### config.mk
export PLATFORM = sky130hd
export DESIGN_NAME = melody_sequencer
export DESIGN_NICKNAME = d
export VERILOG_FILES = /design/src/rtl/melody_sequencer.sv
export SDC_FILE = /design/constraint.sdc
export NUM_CORES = 1
export LEC_CHECK = 0
export CAP_MARGIN = 25
export CORE_MARGIN = 2
export CORE_UTILIZATION = 38
export CTS_CLUSTER_SIZE = 28
export DETAILED_ROUTE_END_ITERATION = 16
export DONT_BUFFER_PORTS = 1
export SYNTH_ARGS = -nofsm -noshare
export SYNTH_HDL_FRONTEND = slang
export SYNTH_SLANG_ARGS = --single-unit
export TNS_END_PERCENT = 1
### constraint.sdc
create_clock -name clk -period 2.8 [get_ports clk]
set_input_delay 0.28 -clock clk [delete_from_list [all_inputs] [get_ports clk]]
set_output_delay 0.28 -clock clk [all_outputs]
set_load 0.02 [all_outputs]
### src/rtl/melody_sequencer.sv
// Table-driven melody player: steps through a 16-entry note table, gating the tone
// decoder per note and waiting for a waveform period end before moving on.
module melody_sequencer #(
    parameter int TICK_DIV = 31500,
    parameter int UNIT_MS  = 50,
    parameter logic [191:0] MELODY = {
        {8{12'h000}},
        12'hB04, 12'h2C4, 12'h244, 12'h1C4, 12'h144, 12'h104, 12'h084, 12'h004
    }
) (
    input  logic       clk,
    input  logic       reset,
    input  logic       startPlay,
    input  logic       stopPlay,
    input  logic       loopEn,
    input  logic       end_of_wave,
    output logic [3:0] tone,
    output logic       soundEnable,
    output logic       busy,
    output logic       noteStrobe,
    output logic       doneStrobe
);
    localparam int TW = (TICK_DIV > 1) ? $clog2(TICK_DIV) : 1;
    localparam int MW = (UNIT_MS > 1) ? $clog2(UNIT_MS) : 1;
    localparam logic [TW-1:0] TICK_MAX = TW'(TICK_DIV - 1);
    localparam logic [MW-1:0] MS_MAX   = MW'(UNIT_MS - 1);

    typedef enum logic [1:0] {IDLE, LOAD, PLAY, WAIT_EOW} state_t;

    state_t        state_q, state_d;
    logic [3:0]    idx_q, idx_d;
    logic [TW-1:0] tick_q, tick_d;
    logic [MW-1:0] ms_q, ms_d;
    logic [5:0]    unit_q, unit_d;
    logic [3:0]    tone_q, tone_d;
    logic          snd_q, snd_d;
    logic          note_q, note_d;
    logic          done_q, done_d;

    logic [11:0]   entry;
    logic          e_last;
    logic          e_rest;
    logic [5:0]    e_dur_max;

    assign entry     = MELODY[32'(idx_q) * 12 +: 12];
    assign e_rest    = entry[10];
    // Entry 15 always terminates the table so the index never wraps on its own.
    assign e_last    = entry[11] | (idx_q == 4'd15);
    assign e_dur_max = (entry[5:0] == 6'd0) ? 6'd0 : entry[5:0] - 6'd1;

    always_comb begin
        state_d = state_q;
        idx_d   = idx_q;
        tick_d  = tick_q;
        ms_d    = ms_q;
        unit_d  = unit_q;
        tone_d  = tone_q;
        snd_d   = snd_q;
        note_d  = 1'b0;
        done_d  = 1'b0;

        if (stopPlay) begin
            state_d = IDLE;
            snd_d   = 1'b0;
            tick_d  = '0;
            ms_d    = '0;
            unit_d  = '0;
        end else if (startPlay) begin
            state_d = LOAD;
            idx_d   = 4'd0;
            tick_d  = '0;
            ms_d    = '0;
            unit_d  = '0;
        end else begin
            case (state_q)
                IDLE: ;
                LOAD: begin
                    state_d = PLAY;
                    tone_d  = entry[9:6];
                    snd_d   = ~e_rest;
                    note_d  = 1'b1;
                    tick_d  = '0;
                    ms_d    = '0;
                    unit_d  = '0;
                end
                // Note length is tick x ms x unit, each counter rolling into the next.
                PLAY: begin
                    if (tick_q == TICK_MAX) begin
                        tick_d = '0;
                        if (ms_q == MS_MAX) begin
                            ms_d = '0;
                            if (unit_q == e_dur_max) begin
                                unit_d  = '0;
                                state_d = WAIT_EOW;
                            end else begin
                                unit_d = unit_q + 6'd1;
                            end
                        end else begin
                            ms_d = ms_q + 1'b1;
                        end
                    end else begin
                        tick_d = tick_q + 1'b1;
                    end
                end
                WAIT_EOW: begin
                    if (e_rest || end_of_wave || (tick_q == TICK_MAX)) begin
                        tick_d = '0;
                        if (!e_last) begin
                            idx_d   = idx_q + 4'd1;
                            state_d = LOAD;
                        end else if (loopEn) begin
                            idx_d   = 4'd0;
                            state_d = LOAD;
                        end else begin
                            state_d = IDLE;
                            snd_d   = 1'b0;
                            done_d  = 1'b1;
                        end
                    end else begin
                        tick_d = tick_q + 1'b1;
                    end
                end
                default: state_d = IDLE;
            endcase
        end
    end

    always_ff @(posedge clk) begin
        if (reset) begin
            state_q <= IDLE;
            idx_q   <= 4'd0;
            tick_q  <= '0;
            ms_q    <= '0;
            unit_q  <= '0;
            tone_q  <= 4'd0;
            snd_q   <= 1'b0;
            note_q  <= 1'b0;
            done_q  <= 1'b0;
        end else begin
            state_q <= state_d;
            idx_q   <= idx_d;
            tick_q  <= tick_d;
            ms_q    <= ms_d;
            unit_q  <= unit_d;
            tone_q  <= tone_d;
            snd_q   <= snd_d;
            note_q  <= note_d;
            done_q  <= done_d;
        end
    end

    assign tone        = tone_q;
    assign soundEnable = snd_q;
    assign busy        = (state_q != IDLE);
    assign noteStrobe  = note_q;
    assign doneStrobe  = done_q;
endmodule

==> results.txt, run 1 <==
Worst setup SP type = flop
Clk pwr share = 0.435
Tcrit/Tclk final = 0.800
Fmax = 447 MHz
post-place setup slack = 0.598 ns
register area share after synthesis = 0.368
met2 Resource Use GR = 0.272
final slew viol count = 0
first-pass GRT wire length = 8.35 mm
Filler Cell Count = 570
Hold Fails Final Rpt = 0
worst endpoint required time = 3.03 ns
DRT Pass-1 Iters = 4
Int Pwr = 844 µW
Die X = 79.7 µm
CTS Hold Bufs = 0
switch share = 0.212
Vias = 1927
PortBufs = 0
final setup margin = 0.561 ns
CTS tree = done
Syn Nets = 285
GR Util met3 = 0.0430
core area = 5510 µm²
Residual DRC = 0
HP Class = input port to flop
Layout Nets = 283
Slew HR = 0.545
routability cong. = 0.824
most frequent cells after synthesis = dfxtp_1 (40), nor2_1 (30), nand2_1 (23), a21oi_1 (20), o21ai_0 (16)
Net Sw Power = 227 µW
leakage power = 0.760 nW
fin cells = 341
Overall Global Routing Usage = 0.165
Min-Delay Path Depth = 1
flops & latches, synth = 40
Pwr Density = 455 nW/µm²
WL/cell = 14.2 µm
EDFF count, synth = 0
largest net degree at the start of global routing = 14
Synth top area share = 0.368
GRT Max-Usage Layer = met2
ys async rst share = 0
Sequential Power Share = 0.536
Ant. Diodes = 0
sequential cell area = 801 µm²
Site Rows = 27
top-count cell post-synth = dfxtp_1
synth top area cells = dfxtp_1 (37%), ha_1 (5.2%), nor2_1 (5.2%)
Placed Instances = 333
Final Power = 1.07 mW
synthesis warning total = 0
Area Overhead vs Synth = 8.05%
Clock Latency Late Sink = 0.29 ns
leading area contributor after synthesis = dfxtp_1
synth unique cells = 50
CP endpoint kind = flop
Worst Path Max Fanout = 9
Clock Tree Root = clkbuf_8
prevailing post-synth register cell = dfxtp_1
Synth Instances = 270
RSZ-0062 raised after global routing = no
area occupied by multi-input gates = 1280 µm²
fraction of layout cells with a size suffix above 1 = 0.0595
min Tclk post-route = 2.24 ns
Final Skew = 0.00471 ns
hpwl dp = 3.50 mm
number of global-route vias before repair = 1861
Die ar. = 6350 µm²
register clock-pin slew on the reported worst setup and hold paths = 0.08 ns
CTS Sinks = 40
mapped cell area = 2180 µm²
routing usage on met1 = 0.206
Congestion Overflow GR = 0
initial drt markers = 95
R2R depth = 6
WL final = 4.85 mm
final setup vio count = 0
Max-cap violations = 0
post-CTS setup buffers = 0
CTS buffer count = 5
antenna violations before repair = 0
ANT nets after route = 0
Via density = 5.65
die height = 79.7 µm
CTS resizes = 0
IR drop worst, VDD = 0.309 mV
WP data arrival = 2.46 ns
Avg Synthesized Cell Area = 8.06 µm²
starting density of the core = 0.395
run status = completed
combinational share of power = 0.029
Setup CP Type = flop to flop
IO Pins = 14
Worst Tran Pin Value = 0.680 ns
H-tree levels = 2
CTS max path bufs = 2
setup TNS = 0 ns
==> final cells by class <==
class                   count  share of cell area
inverters                  11              0.0176
clock inverters             2              0.0149
multi-input cells         206               0.545
well taps                  72              0.0383
clock buffers               6              0.0309
flip-flops and latches     40               0.340
repair buffers              4              0.0128
==> power groups by stage <==
stage | clock network, mW | registers (mW) | logic [mW]
6_report | 0.466 | 0.573 | 0.0315
5_1_grt | 0.506 | 0.574 | 0.0351
4_1_cts | 0.476 | 0.573 | 0.0315
3_5_place_dp | 0 | 0.587 | 0.0314
3_3_place_gp | 0 | 0.587 | 0.0313
2_1_floorplan | 0 | 0.585 | 0.0263
==> registers in the layout (all words and copies together) (netlist names) <==
| signal | flops |
|---|---|
| state_q | 2 |
| noteStrobe | 1 |
| soundEnable | 1 |
| idx_q | 4 |
| unit_q | 6 |
| doneStrobe | 1 |
| tick_q | 15 |
| tone | 4 |
| ms_q | 6 |
==> final timing paths <==
kind | startpoint | to | slack (ns)
setup / recovery | tick_q[0] | unit_q[5] | 0.56
hold / removal | reset | tone[0] | 0.04
setup reg to reg | tick_q[0] | unit_q[5] | 0.56
hold reg to reg | tick_q[14] | tick_q[14] | 0.48
==> cell families after synthesis <==
family          Yosys count  share of synthesized area
simple gates            128                      0.323
compound gates           59                      0.172
flops                    40                      0.368
buf+inv                  24                     0.0431
fa+ha+maj                 9                     0.0517
xor+xnor                  7                     0.0282
mux                       3                     0.0138
==> through the flow <==
stage	hold slack (ns)	util	area (µm²)
floorplan	0.416	-	2180
global placement	0.353	0.408	2240
detailed placement	0.356	0.408	2240
CTS	0.0391	0.427	2350
global route	0.0317	0.427	2350
finish	0.0447	0.427	2350
==> placed cells by master (no fill, tap or decap), drive strengths merged, types with 9 or more instances in the layout <==
cell type  netlist  final
dfxtp           40     40
nor2            30     30
nand2           23     23
a21oi           20     20
o21ai           16     16
inv             11     11
nand3           11     11
nor3            11     11
nand4           10     10
ha               9      9
==> worst max-delay path, cell delays in order (launching register included) <==
cell	delay (ns)
dfxtp_1	0.41
ha_1	0.24
nor4bb_1	0.34
and4_1	0.26
a31oi_1	0.24
or4_1	0.54
a21oi_1	0.15
==> layer usage <==
| metal | share of wire | vias to the layer above |
|---|---|---|
| met5 | 0 | - |
| met4 | 0.013 | 0 |
| met3 | 0.065 | 5 |
| met2 | 0.45 | 40 |
| met1 | 0.47 | 897 |
| li1 | - | 985 |
Note: power is estimated with default switching activity, not from simulation.
==> run 2: changes to the inputs <==
clock period = 1.8 ns   (was 2.8 ns; I/O delays follow)
==> results.txt, run 2 (same netlist as run 1, synthesis figures left out) <==
crit-path cells = ha_4 > ha_4 > nor2b_4 > o21bai_4 > or3b_4 > a21o_1 > a32o_1
combinational share of power = 0.041 (+0.012)
Design Area, Final = 2870 µm² (+22%)
CP top delay family = compound AO/OA/AOI/OAI gates
hold slack = 0.0303 ns (-0.0144 ns)
most used cell, CP = ha_4
Sequential Power Share = 0.502 (-0.034)
IR drop worst, VDD = 0.361 mV (+17%)
HP Class = input port to flop
Overall Global Routing Usage = 0.183 (+0.0172)
Hold Fails Final Rpt = 0 (unchanged)
WL/cell = 14.4 µm (+1.3%)
Ant. Diodes = 0 (unchanged)
DRT Pass-1 Iters = 4 (unchanged)
leakage power = 1.03 nW (+35%)
final setup margin = -0.0975 ns (-0.659 ns)
Post-Route Utilization = 0.522 (+0.0945)
Int Pwr = 1.40 mW (+66%)
Clock Tree Root = clkbuf_8
final slew viol count = 0 (unchanged)
Net Sw Power = 367 µW (+62%)
starting density of the core = 0.395 (unchanged)
Area Overhead vs Synth = 32.0%
die height = 79.7 µm (unchanged)
Clock Latency Late Sink = 0.30 ns (about the same)
Largest regs = tick_q x15, ms_q x6, unit_q x6
switch share = 0.208 (-0.00432)
Max-cap violations = 0 (unchanged)
Via density = 5.45 (-3.6%)
commonest non-fill, non-tap cells in the layout = buf_4 (52), dfxtp_1 (32), nor2_1 (30)
Fmax = 527 MHz (+18%)
placed cell area = 2590 µm² (+16%)
Vias = 2129 (+10%)
IO Pins = 14 (unchanged)
routability cong. = 0.835 (+1.3%)
CP endpoint kind = flop
Worst Tran Pin Value = 0.394 ns (-0.286 ns)
antenna violations before repair = 0 (unchanged)
number of global-route vias before repair = 1941 (+4.3%)
Worst setup SP type = flop
failing checks = setup timing
Die ar. = 6350 µm² (unchanged)
run status = finished, violations left
Final Skew = 0.00803 ns (+0.00332 ns)
WP data arrival = 2.08 ns (-0.38 ns)
Die X = 79.7 µm (unchanged)
CP bufs+invs = 0 (unchanged)
ANT nets after route = 0 (unchanged)
min Tclk post-route = 1.90 ns (-0.341 ns)
max reg flops = 15 (unchanged)
CTS max path bufs = 2 (unchanged)
Worst Path Max Fanout = 3 (-6)
H-tree levels = 2 (unchanged)
Clk pwr share = 0.457 (+0.022)
Slew HR = 0.737 (+0.192)
initial drt markers = 78 (-18%)
PortBufs = 0 (unchanged)
fraction of layout cells with a size suffix above 1 = 0.270 (+0.210)
core area = 5510 µm² (unchanged)
WL final = 5.63 mm (+16%)
register with the most flip-flops = tick_q
Site Rows = 27 (unchanged)
first-pass GRT wire length = 9.12 mm (+9.2%)
Congestion Overflow GR = 0 (unchanged)
register clock-pin slew on the reported worst setup and hold paths = 0.07 ns (about the same)
CTS tree = done
worst endpoint required time = 1.99 ns (-1.04 ns)
Tcrit/Tclk final = 1.05 (+0.255)
Residual DRC = 0 (unchanged)
Pwr Density = 616 nW/µm² (+35%)
commonest non-fill, non-tap cell in the layout = buf_4
hpwl dp = 3.99 mm (+14%)
Layout Nets = 333 (+18%)
final setup vio count = 8 (+8)
CTS buffer count = 5 (unchanged)
RSZ-0062 raised after global routing = yes
Setup CP Type = flop to flop
CTS Sinks = 40 (unchanged)
Slowest-stage cell, CP = or3b_4
largest net degree at the start of global routing = 20 (+6)
crit-path max cell delay = 0.42 ns (-0.12 ns)
==> run 2: stage by stage <==
step,worst slack (ns),std cells,TNS [ns],power (mW)
after global placement,-0.118,374,-0.923,0.974
after CTS,-0.137,383,-0.522,1.78
after floorplan,-0.0839,270,-0.334,0.949
final,-0.0975,391,-0.296,1.77
after detailed placement,-0.149,374,-1.25,0.975
after global routing,-0.154,391,-1.47,1.83
==> run 2: worst reg2reg max path, stage by stage (launching register included) <==
cell and delay, ns:
dfxtp_4 0.35, ha_4 0.17, ha_4 0.14, nor2b_4 0.12, o21bai_4 0.12, or3b_4 0.42, a21o_1 0.22, a32o_1 0.25
==> run 2: final timing paths <==
check | startpoint | to | slack, ns | cells after the start
max | idx_q[0] | idx_q[1] | -0.1 | 7
max reg2reg | idx_q[0] | idx_q[1] | -0.1 | 7
min | startPlay | state_q[0] | 0.03 | 1
min reg2reg | unit_q[5] | unit_q[5] | 0.49 | 2
==> run 2: final cells by class <==
type                    instances  area [µm²]
clock buffers                   7        96.3
clock inverters                 1        30.0
fillers                       538        2630
inverters                      11        41.3
multi-input cells             206        1390
flip-flops and latches         40         816
well taps                      72        90.1
repair buffers                 54         412
==> run 2: per-layer routing <==
metal / share of wire / GRT usage / vias up / routed length [µm]
li1: - / - / 1078 / -
met1: 0.47 / 0.242 / 1017 / 2650
met5: 0 / 0 / - / 0
met4: 0.010 / 0.0552 / 0 / 58
met2: 0.48 / 0.297 / 27 / 2730
met3: 0.035 / 0.0385 / 7 / 196
==> run 2: repair_timing <==
item / 4_1_cts / 5_1_grt
pin swaps: 3 / 9
setup endpoints to repair: 24 / 26
hold buffers: 1 / 0
endpoints found under the hold margin: 4 / 0
resized for setup: 9 / 16
buffers inserted: 0 / 8
==> run 2: power groups by stage <==
stage / registers [mW] / logic, mW / clock network, mW
after floorplan: 0.908 / 0.0411 / 0
after global placement: 0.910 / 0.0640 / 0
after detailed placement: 0.910 / 0.0647 / 0
after CTS: 0.889 / 0.0695 / 0.822
after global routing: 0.888 / 0.0799 / 0.858
final: 0.888 / 0.0726 / 0.809
==> run 3: changes to the inputs <==
CAP_MARGIN = 15   (was 25)
==> results of run 3 <==
Same layout as run 2: the final DEF is identical, and so are final timing and power.
